### src/rtl/wb_arbiter.sv
// Register-file write-port arbiter: merges pipeline writeback with a buffered
// secondary result stream, with starvation stall and per-register busy mask.
module wb_arbiter #(
   parameter int unsigned DEPTH    = 2,
   parameter int unsigned MAX_WAIT = 4
) (
   input  logic        clk,
   input  logic        rst,
   input  logic        pipe_we,
   input  logic [4:0]  pipe_wa,
   input  logic [31:0] pipe_wd,
   input  logic        sec_valid,
   output logic        sec_ready,
   input  logic [4:0]  sec_wa,
   input  logic [31:0] sec_wd,
   output logic        rf_we,
   output logic [4:0]  rf_wa,
   output logic [31:0] rf_wd,
   output logic        stall_req,
   output logic [31:0] busy_mask
);

   localparam int unsigned PW = (DEPTH > 1) ? $clog2(DEPTH) : 1;
   localparam int unsigned CW = PW + 1;
   localparam int unsigned WW = $clog2(MAX_WAIT + 1);

   logic [4:0]    mem_wa [DEPTH];
   logic [31:0]   mem_wd [DEPTH];
   logic [PW-1:0] rd_ptr, wr_ptr;
   logic [CW-1:0] count, count_nxt;
   logic [WW-1:0] wait_cnt, wait_nxt;

   logic          empty, sec_acc;
   logic          grant_head, grant_byp, enq;
   logic          sel_we;
   logic [4:0]    sel_wa;
   logic [31:0]   sel_wd;
   logic          stall_nxt;
   logic [PW-1:0] off;

   // Grant selection, FIFO bookkeeping and starvation tracking
   always_comb begin
      empty      = (count == '0);
      sec_ready  = (count < CW'(DEPTH));
      sec_acc    = sec_valid & sec_ready;
      grant_head = !empty && (stall_req || !pipe_we);
      grant_byp  = !stall_req && !pipe_we && empty && sec_acc;
      enq        = sec_acc && !grant_byp;

      sel_we = 1'b0;
      sel_wa = '0;
      sel_wd = '0;
      if (grant_head) begin
         sel_we = 1'b1;
         sel_wa = mem_wa[rd_ptr];
         sel_wd = mem_wd[rd_ptr];
      end else if (!stall_req && pipe_we) begin
         sel_we = 1'b1;
         sel_wa = pipe_wa;
         sel_wd = pipe_wd;
      end else if (grant_byp) begin
         sel_we = 1'b1;
         sel_wa = sec_wa;
         sel_wd = sec_wd;
      end

      count_nxt = count + CW'(enq) - CW'(grant_head);

      if (empty || grant_head)
         wait_nxt = '0;
      else if (wait_cnt != WW'(MAX_WAIT))
         wait_nxt = wait_cnt + WW'(1);
      else
         wait_nxt = wait_cnt;
      stall_nxt = (wait_nxt == WW'(MAX_WAIT));
   end

   // Busy mask over live FIFO entries; x0 never marks busy
   always_comb begin
      busy_mask = '0;
      off       = '0;
      for (int i = 0; i < int'(DEPTH); i++) begin
         off = PW'(PW'(i) - rd_ptr);
         if (({1'b0, off} < count) && (mem_wa[i] != 5'd0))
            busy_mask[mem_wa[i]] = 1'b1;
      end
   end

   always_ff @(posedge clk) begin
      if (enq) begin
         mem_wa[wr_ptr] <= sec_wa;
         mem_wd[wr_ptr] <= sec_wd;
      end
   end

   always_ff @(posedge clk or negedge rst) begin
      if (!rst) begin
         rd_ptr    <= '0;
         wr_ptr    <= '0;
         count     <= '0;
         wait_cnt  <= '0;
         stall_req <= 1'b0;
         rf_we     <= 1'b0;
         rf_wa     <= '0;
         rf_wd     <= '0;
      end else begin
         if (enq)
            wr_ptr <= wr_ptr + PW'(1);
         if (grant_head)
            rd_ptr <= rd_ptr + PW'(1);
         count     <= count_nxt;
         wait_cnt  <= wait_nxt;
         stall_req <= stall_nxt;
         // A granted x0 write consumes its slot but never strobes the file
         rf_we     <= sel_we && (sel_wa != 5'd0);
         if (sel_we) begin
            rf_wa <= sel_wa;
            rf_wd <= sel_wd;
         end
      end
   end

endmodule

### config.mk
export PLATFORM = sky130hd
export DESIGN_NAME = wb_arbiter
export DESIGN_NICKNAME = d
export VERILOG_FILES = /design/src/rtl/wb_arbiter.sv
export SDC_FILE = /design/constraint.sdc
export NUM_CORES = 1
export LEC_CHECK = 0
export ABC_AREA = 1
export CORE_UTILIZATION = 35
export CTS_BUF_LIST = sky130_fd_sc_hd__clkbuf_16
export CTS_CLUSTER_SIZE = 24
export DETAILED_ROUTE_END_ITERATION = 7
export HOLD_SLACK_MARGIN = 0.15
export PLACE_DENSITY = 0.63
export SKIP_LAST_GASP = 1
export SYNTH_ARGS = -nofsm -noshare
export SYNTH_HDL_FRONTEND = slang
export SYNTH_SLANG_ARGS = --single-unit
export TNS_END_PERCENT = 50
### constraint.sdc
create_clock -name clk -period 4.22 [get_ports clk]
set_clock_uncertainty 0.2 [all_clocks]
set_input_delay 0.422 -clock clk [delete_from_list [all_inputs] [get_ports clk]]
set_output_delay 0.422 -clock clk [all_outputs]
set_load 0.01 [all_outputs]
Yosys cells after proc, flatten, opt, wreduce, memory -nomap -nowiden
Memory sizes are Yosys's and may differ from the RTL's.
Index checks and enable logic that the tools add are counted.
- bits in registers: 46
- bits in latches: 0
- bits in writable memories: 74
- ROM bits: 0
- bits of input ports: 78
- output and inout port bits: 72
- word-level logic and storage cells: 68
- memories kept: 2
- memories (name ; words ; width ; rd ports ; clocked after memory_dff ; write ports ; line ; RTL):
    mem_wd ; 2 ; 32 ; 1 ; 0 ; 1 ; 28 ; logic [31:0] mem_wd [DEPTH];
    mem_wa ; 2 ; 5 ; 3 ; 0 ; 1 ; 27 ; logic [4:0] mem_wa [DEPTH];
- add/sub/neg operators: 7
- multiply operators: 0
- div/mod/pow operators: 0
- order comparisons: 7
- eq/ne operators: 2
- shift operators: 0
- mux-type cells: 19
- bitwise gates (word level): 2
- reduce and logical (&&, ||, !) cells: 21
- operators by type and width (operator ; number):
    2-to-1 mux 32 bit ; 5
    bitwise OR 32 bit ; 1
    2-to-1 mux 5 bit ; 3
    nonzero test 5 bit ; 3
    less-than comparator 5 x 6 -> 1 bit (second input constant) ; 2
    logical AND 1 bit ; 11
    demux 1 bit (select 5 bit) ; 2
    greater-or-equal comparator 5 x 1 -> 1 bit (second input constant) ; 2
    2-to-1 mux 1 bit ; 7
    2-to-1 mux 3 bit ; 2
    logical NOT 1 bit ; 4
    less-than comparator 1 x 2 -> 1 bit ; 2
    adder 3 x 1 -> 3 bit (second input constant) ; 1
    equality test 3 bit (second input constant) ; 1
    inequality test 3 bit (second input constant) ; 1
    adder 1 bit (second input constant) ; 2
    adder 2 x 1 -> 2 bit ; 1
    logical NOT 2 bit ; 1
    logical OR 1 bit ; 2
    less-than comparator 2 bit (second input constant) ; 1
    subtractor 1 bit (first input constant) ; 2
    subtractor 2 x 1 -> 2 bit ; 1
    bitwise AND 1 bit ; 1

Depth between registers and ports, before layout
- depth after elaboration: 9
- gate-level depth with buffers: 9

Worst setup path before layout
Ideal clock, no wire load.
- path type: flip-flop to flip-flop
- start: reg count[1]
- end: mem mem_wa[0][0], enable pin
- setup time: 431 ps
- data arrival time: 2372 ps
- setup slack: 1216 ps
- stages on the path, launching flop included: 4
- buffers on the path: 0
- period minus slack after synthesis: 3004 ps
- path through: dfrtp_1 > inv_1 > nand3_1 > nor2_1
- cells in the longest elaborated chain, start to end: 7
- elaborated cells between the ends (all ways): 9
- those cells by class: 1 x order compare; 2 x mux; 1 x bitwise; 5 x reduce/logical
- RTL lines (what ; line ; RTL):
    start: declaration ; 30 ; logic [CW-1:0] count, count_nxt;
    start signal: assignment ; 111 ; count <= count_nxt;
    less-than comparator 2 bit (*) ; 44 ; sec_ready = (count < CW'(DEPTH));
    net sec_ready ; 13 ; output logic sec_ready,
    bitwise AND 1 bit (*) ; 45 ; sec_acc = sec_valid & sec_ready;
    logical AND 1 bit ; 47 ; grant_byp = !stall_req && !pipe_we && empty && sec_acc;
    logical NOT 1 bit ; 48 ; enq = sec_acc && !grant_byp;
    logical AND 1 bit (*) ; 48 ;
    2-to-1 mux 1 bit (*) ; 90 ; if (enq) begin
    2-to-1 mux 1 bit (not written as such) (*) ; 91 ; mem_wa[wr_ptr] <= sec_wa;
    end: declaration ; 27 ;
Mark *: on every way through the listed nets, which the timed path passes. The rest lies on a longest branch.

Final worst setup path
- start: reg rd_ptr
- end: out busy_mask[18]
- cells in the longest elaborated chain, start to end: 6
- elaborated cells between the ends (all ways): 9
- those cells by class: 2 x add/sub; 2 x order compare; 2 x mux; 1 x bitwise; 2 x reduce/logical
- RTL lines (what ; line ; RTL):
    start: declaration ; 29 ; logic [PW-1:0] rd_ptr, wr_ptr;
    start signal: assignment ; 110 ; rd_ptr <= rd_ptr + PW'(1);
    subtractor 1 bit ; 83 ; off = PW'(PW'(i) - rd_ptr);
    less-than comparator 1 x 2 -> 1 bit ; 84 ; if (({1'b0, off} < count) && (mem_wa[i] != 5'd0))
    logical AND 1 bit ; 84 ;
    2-to-1 mux 32 bit ; 84 ;
    bitwise OR 32 bit (no line) ; n/a ;
    2-to-1 mux 32 bit (*) ; 84 ;
    end: declaration ; 20 ; output logic [31:0] busy_mask
Every way passes the cells marked *; elsewhere a longest branch is shown, timed or not.

==> summary.txt <==
CTS
  – Clock transition at the registers of the reported paths: 0.05 ns
  – Post-CTS Setup Inserts: 0
  – Worst-Skew Late Latency: roughly 0.4 ns
  – CTS Hold Bufs: 1
  – H-tree levels: 4
  – CTS max path bufs: 2
  – Sink Count: 120
  – Post-cts sizing count: 0
  – Clock Tree Root: clkbuf_16
  – CTS buffer count: 17
  – CTS tree: built

Logic synthesis
  – Mapped Area: roughly 5500 sq um
  – Post-synth top area share: between 40% and 50%
  – Synthesis-stage register bit count: 120
  – Synth Instances: 583
  – Synth warn: 0
  – Yosys cell types: 27
  – Syn nets: 665
  – Main area contributors after synthesis: edfxtp_1 (41%), dfrtp_1 (21%), nand2_1 (19%)
  – Post-synthesis sequential area ratio: just over 60%
  – Top cell type by total area after synthesis: edfxtp_1
  – Syn_area_per_cell: around 9.4 sq um

Timing
  – Fin Hold WS: about 0.28 ns
  – Setup Viol. Count Final: 0
  – Fin. Hold Viols: 0
  – Peak Freq: around 300 MHz
  – Worst Tran Pin Value: between 1 and 1.5 ns
  – Fin crit share: between 70% and 80%
  – Unrepaired setup endpoints after global routing: no
  – Fin crit period: about 3.4 ns
  – Worst slew margin: between 20 and 25%
  – Sum Neg Setup Slack: 0 ns
  – Slew Viols, Final: 0

Worst hold path
  – Hold Crit Class: reg -> reg
  – HP Start: rf_wa[3]$_DFFE_PN0P_

Floorplan
  – FP Rows: 45
  – I/O pin count: 150
  – Chip width: 127 microns
  – Chip height: roughly 130 microns
  – Die area: approximately 16,000 sq um
  – Initial Utilization: a little over a third
  – Core Region: about 15,000 sq um

Critical path
  – R2R setup slack: ~1.7 ns
  – Critical path startpoint category: flop
  – Worst setup endpoint: busy_mask[18]
  – CP Class: reg -> out
  – FF-to-FF Start: stall_req$_DFF_PN0_
  – Slowest stage delay, CP: about 0.56 ns
  – Crit-path cells: inv_2, a21oi_2, nor3_2, nand2_1, o21ai_0, clkdlybuf4s50_1
  – CP max FO: 35
  – CP required: 3.60 ns
  – CP max-delay cell: clkdlybuf4s50_1
  – FF-to-FF path depth: 4
  – CP Launch Point: rd_ptr$_DFFE_PN0N_
  – Critical path data arrival time: between 2 and 3 ns
  – Worst reg2reg endpoint: mem_wd[0][21]$_DFFE_PP_
  – CP endpoint kind: output port

GRT
  – First-pass GRT wire length: 22.6 mm
  – Total track usage: around 18%
  – Initial antenna violation count: 0
  – Largest net degree at the start of global routing: 47
  – Grt ovf: 0
  – Vias in the first global route: approximately 4.5k

Finish
  – Net count, final: a little over 800
  – Inserted Diodes: 0
  – Fillers: ~1.4k
  – Area delta synth->final: 40.5%
  – Share of cells above drive strength 1: 7.09%
  – Finished Cell Area: ~7700 sq um

Status
  – Status: complete, no violations

Power
  – Comb pwr share: 34.7%
  – Total power: around 4600 uW
  – Pwr Density: 604 nW/um^2
  – Power share of the sequential group: roughly two fifths
  – Maximum VDD drop: 0.277 mV
  – Switching Fraction: between 30% and 40%
  – Leak: just over 0.003 uW
  – Int Power: between 3000 and 4000 uW
  – P_sw: approximately 1600 uW
  – Clock power share: about 27%

Route
  – Total number of vias: 4,534
  – Vias/cell: between 4 and 5
  – Number of DRC markers in iteration 0: slightly below 300
  – Number of remaining DRC errors: 0
  – Routed WL per cell: ~15 microns
  – Number of detailed-route iterations in the first pass: 5
  – Final Routed Wirelength: roughly 14 mm
  – Antenna-violating nets left: 0

Flow run
  – Maxcap violations: 0

Placed design
  – Placed Instance Area: just over 7000 sq um
  – Routability cong.: approximately 0.83
  – IO Port Bufs: approximately 150
  – DP HPWL: between 9 and 10 mm
flip-flops by register name, summed over array words and instances (netlist names):
name,count
mem_wd,64
wait_cnt,3
rf_wa,5
rf_we,1
count,2
wr_ptr,1
rf_wd,32
mem_wa,10
rd_ptr,1
stall_req,1
through the flow:
stage	setup WS, ns	instances	utilization (%)
6_report	0.858	959	50.4
5_1_grt	0.623	959	50.4
4_1_cts	0.806	959	50.4
3_5_place_dp	1.22	926	46.9
3_3_place_gp	1.32	926	46.9
2_1_floorplan	1.22	583	-
worst min path at each step:
stage                            to  depth (start not counted)
6_report       rf_wa[3]$_DFFE_PN0P_                          1
2_1_floorplan    count[0]$_DFF_PN0_                          0
5_1_grt        rf_wa[2]$_DFFE_PN0P_                          1
3_3_place_gp   rf_wa[3]$_DFFE_PN0P_                          1
3_5_place_dp   rf_wa[2]$_DFFE_PN0P_                          1
4_1_cts        rf_wa[3]$_DFFE_PN0P_                          1
logic make-up (layout without fill, tap and decap cells):
group | Yosys count | count (layout) | share of synthesized area, %
fa+ha+maj | 4 | 4 | 0.914
xor+xnor | 5 | 5 | 0.800
compound gates | 44 | 44 | 4.36
buf+inv | 47 | 212 | 3.88
other cells | 1 | 1 | 0.0685
simple gates | 362 | 362 | 28.4
flops | 120 | 120 | 61.6
cells in the mapped netlist, drive strengths merged:
cell type / instances
nor2: 16
xnor2: 1
conb: 1
buf: 19
xor2: 4
a21o: 4
nand4: 35
o21ai: 38
nor3: 14
ha: 4
o22ai: 1
nand3: 18
a21oi: 1
nand2: 279
edfxtp: 74
clkbuf: 2
inv: 26
dfrtp: 46
cell usage in the layout, fill, tap and decap left out, types with 5 or more instances in the layout:
| cell type | netlist | layout |
|---|---|---|
| buf_4 | 5 | 5 |
| clkbuf_16 | 0 | 17 |
| clkdlybuf4s50_1 | 0 | 147 |
| clkinv_2 | 0 | 6 |
| dfrtp_1 | 46 | 45 |
| edfxtp_1 | 74 | 74 |
| inv_1 | 24 | 28 |
| nand2_1 | 277 | 277 |
| nand3_1 | 16 | 16 |
| nand4_1 | 35 | 35 |
| nor2_1 | 11 | 9 |
| nor2_4 | 3 | 6 |
| nor3_1 | 9 | 9 |
| nor3_2 | 5 | 5 |
| o21ai_0 | 29 | 29 |
| o21ai_1 | 8 | 8 |
critical path, delay by kind of cell, from the launching register on:
kind,cells,cell delay [ns]
buffers and inverters,2,1.06
DFF,1,0.40
AOI/OAI and AO/OA,2,0.31
and+or+nand+nor,2,0.57
metal layers:
metal  part of all wire (%)  vias up  wire [microns]  GRT usage (%)
met3                    5.6        7             790           4.10
li1                       -     2259               -              -
met2                     48      168            6720           30.7
met1                     46     2100            6490           23.3
met4                   0.62        0              87           5.88
met5                      0        -               0              0
layout make-up:
| type | instances | area, sq um | share of cell area, % |
|---|---|---|---|
| multi-input cells | 416 | 1910 | 24.8 |
| flip-flops and latches | 120 | 3370 | 43.9 |
| inverters | 26 | 97.6 | 1.27 |
| clock buffers | 17 | 425 | 5.53 |
| well taps | 211 | 264 | 3.43 |
| clock inverters | 15 | 97.6 | 1.27 |
| repair buffers | 154 | 1520 | 19.8 |
power groups by stage:
stage | combinational (uW) | sequential (uW) | clock [uW]
3_3_place_gp | 1590 | 1780 | 0
4_1_cts | 1640 | 1770 | 1290
6_report | 1610 | 1770 | 1270
5_1_grt | 1790 | 1800 | 1340
3_5_place_dp | 1630 | 1790 | 0
2_1_floorplan | 814 | 1840 | 0
Note: power is estimated with default switching activity, not from simulation.
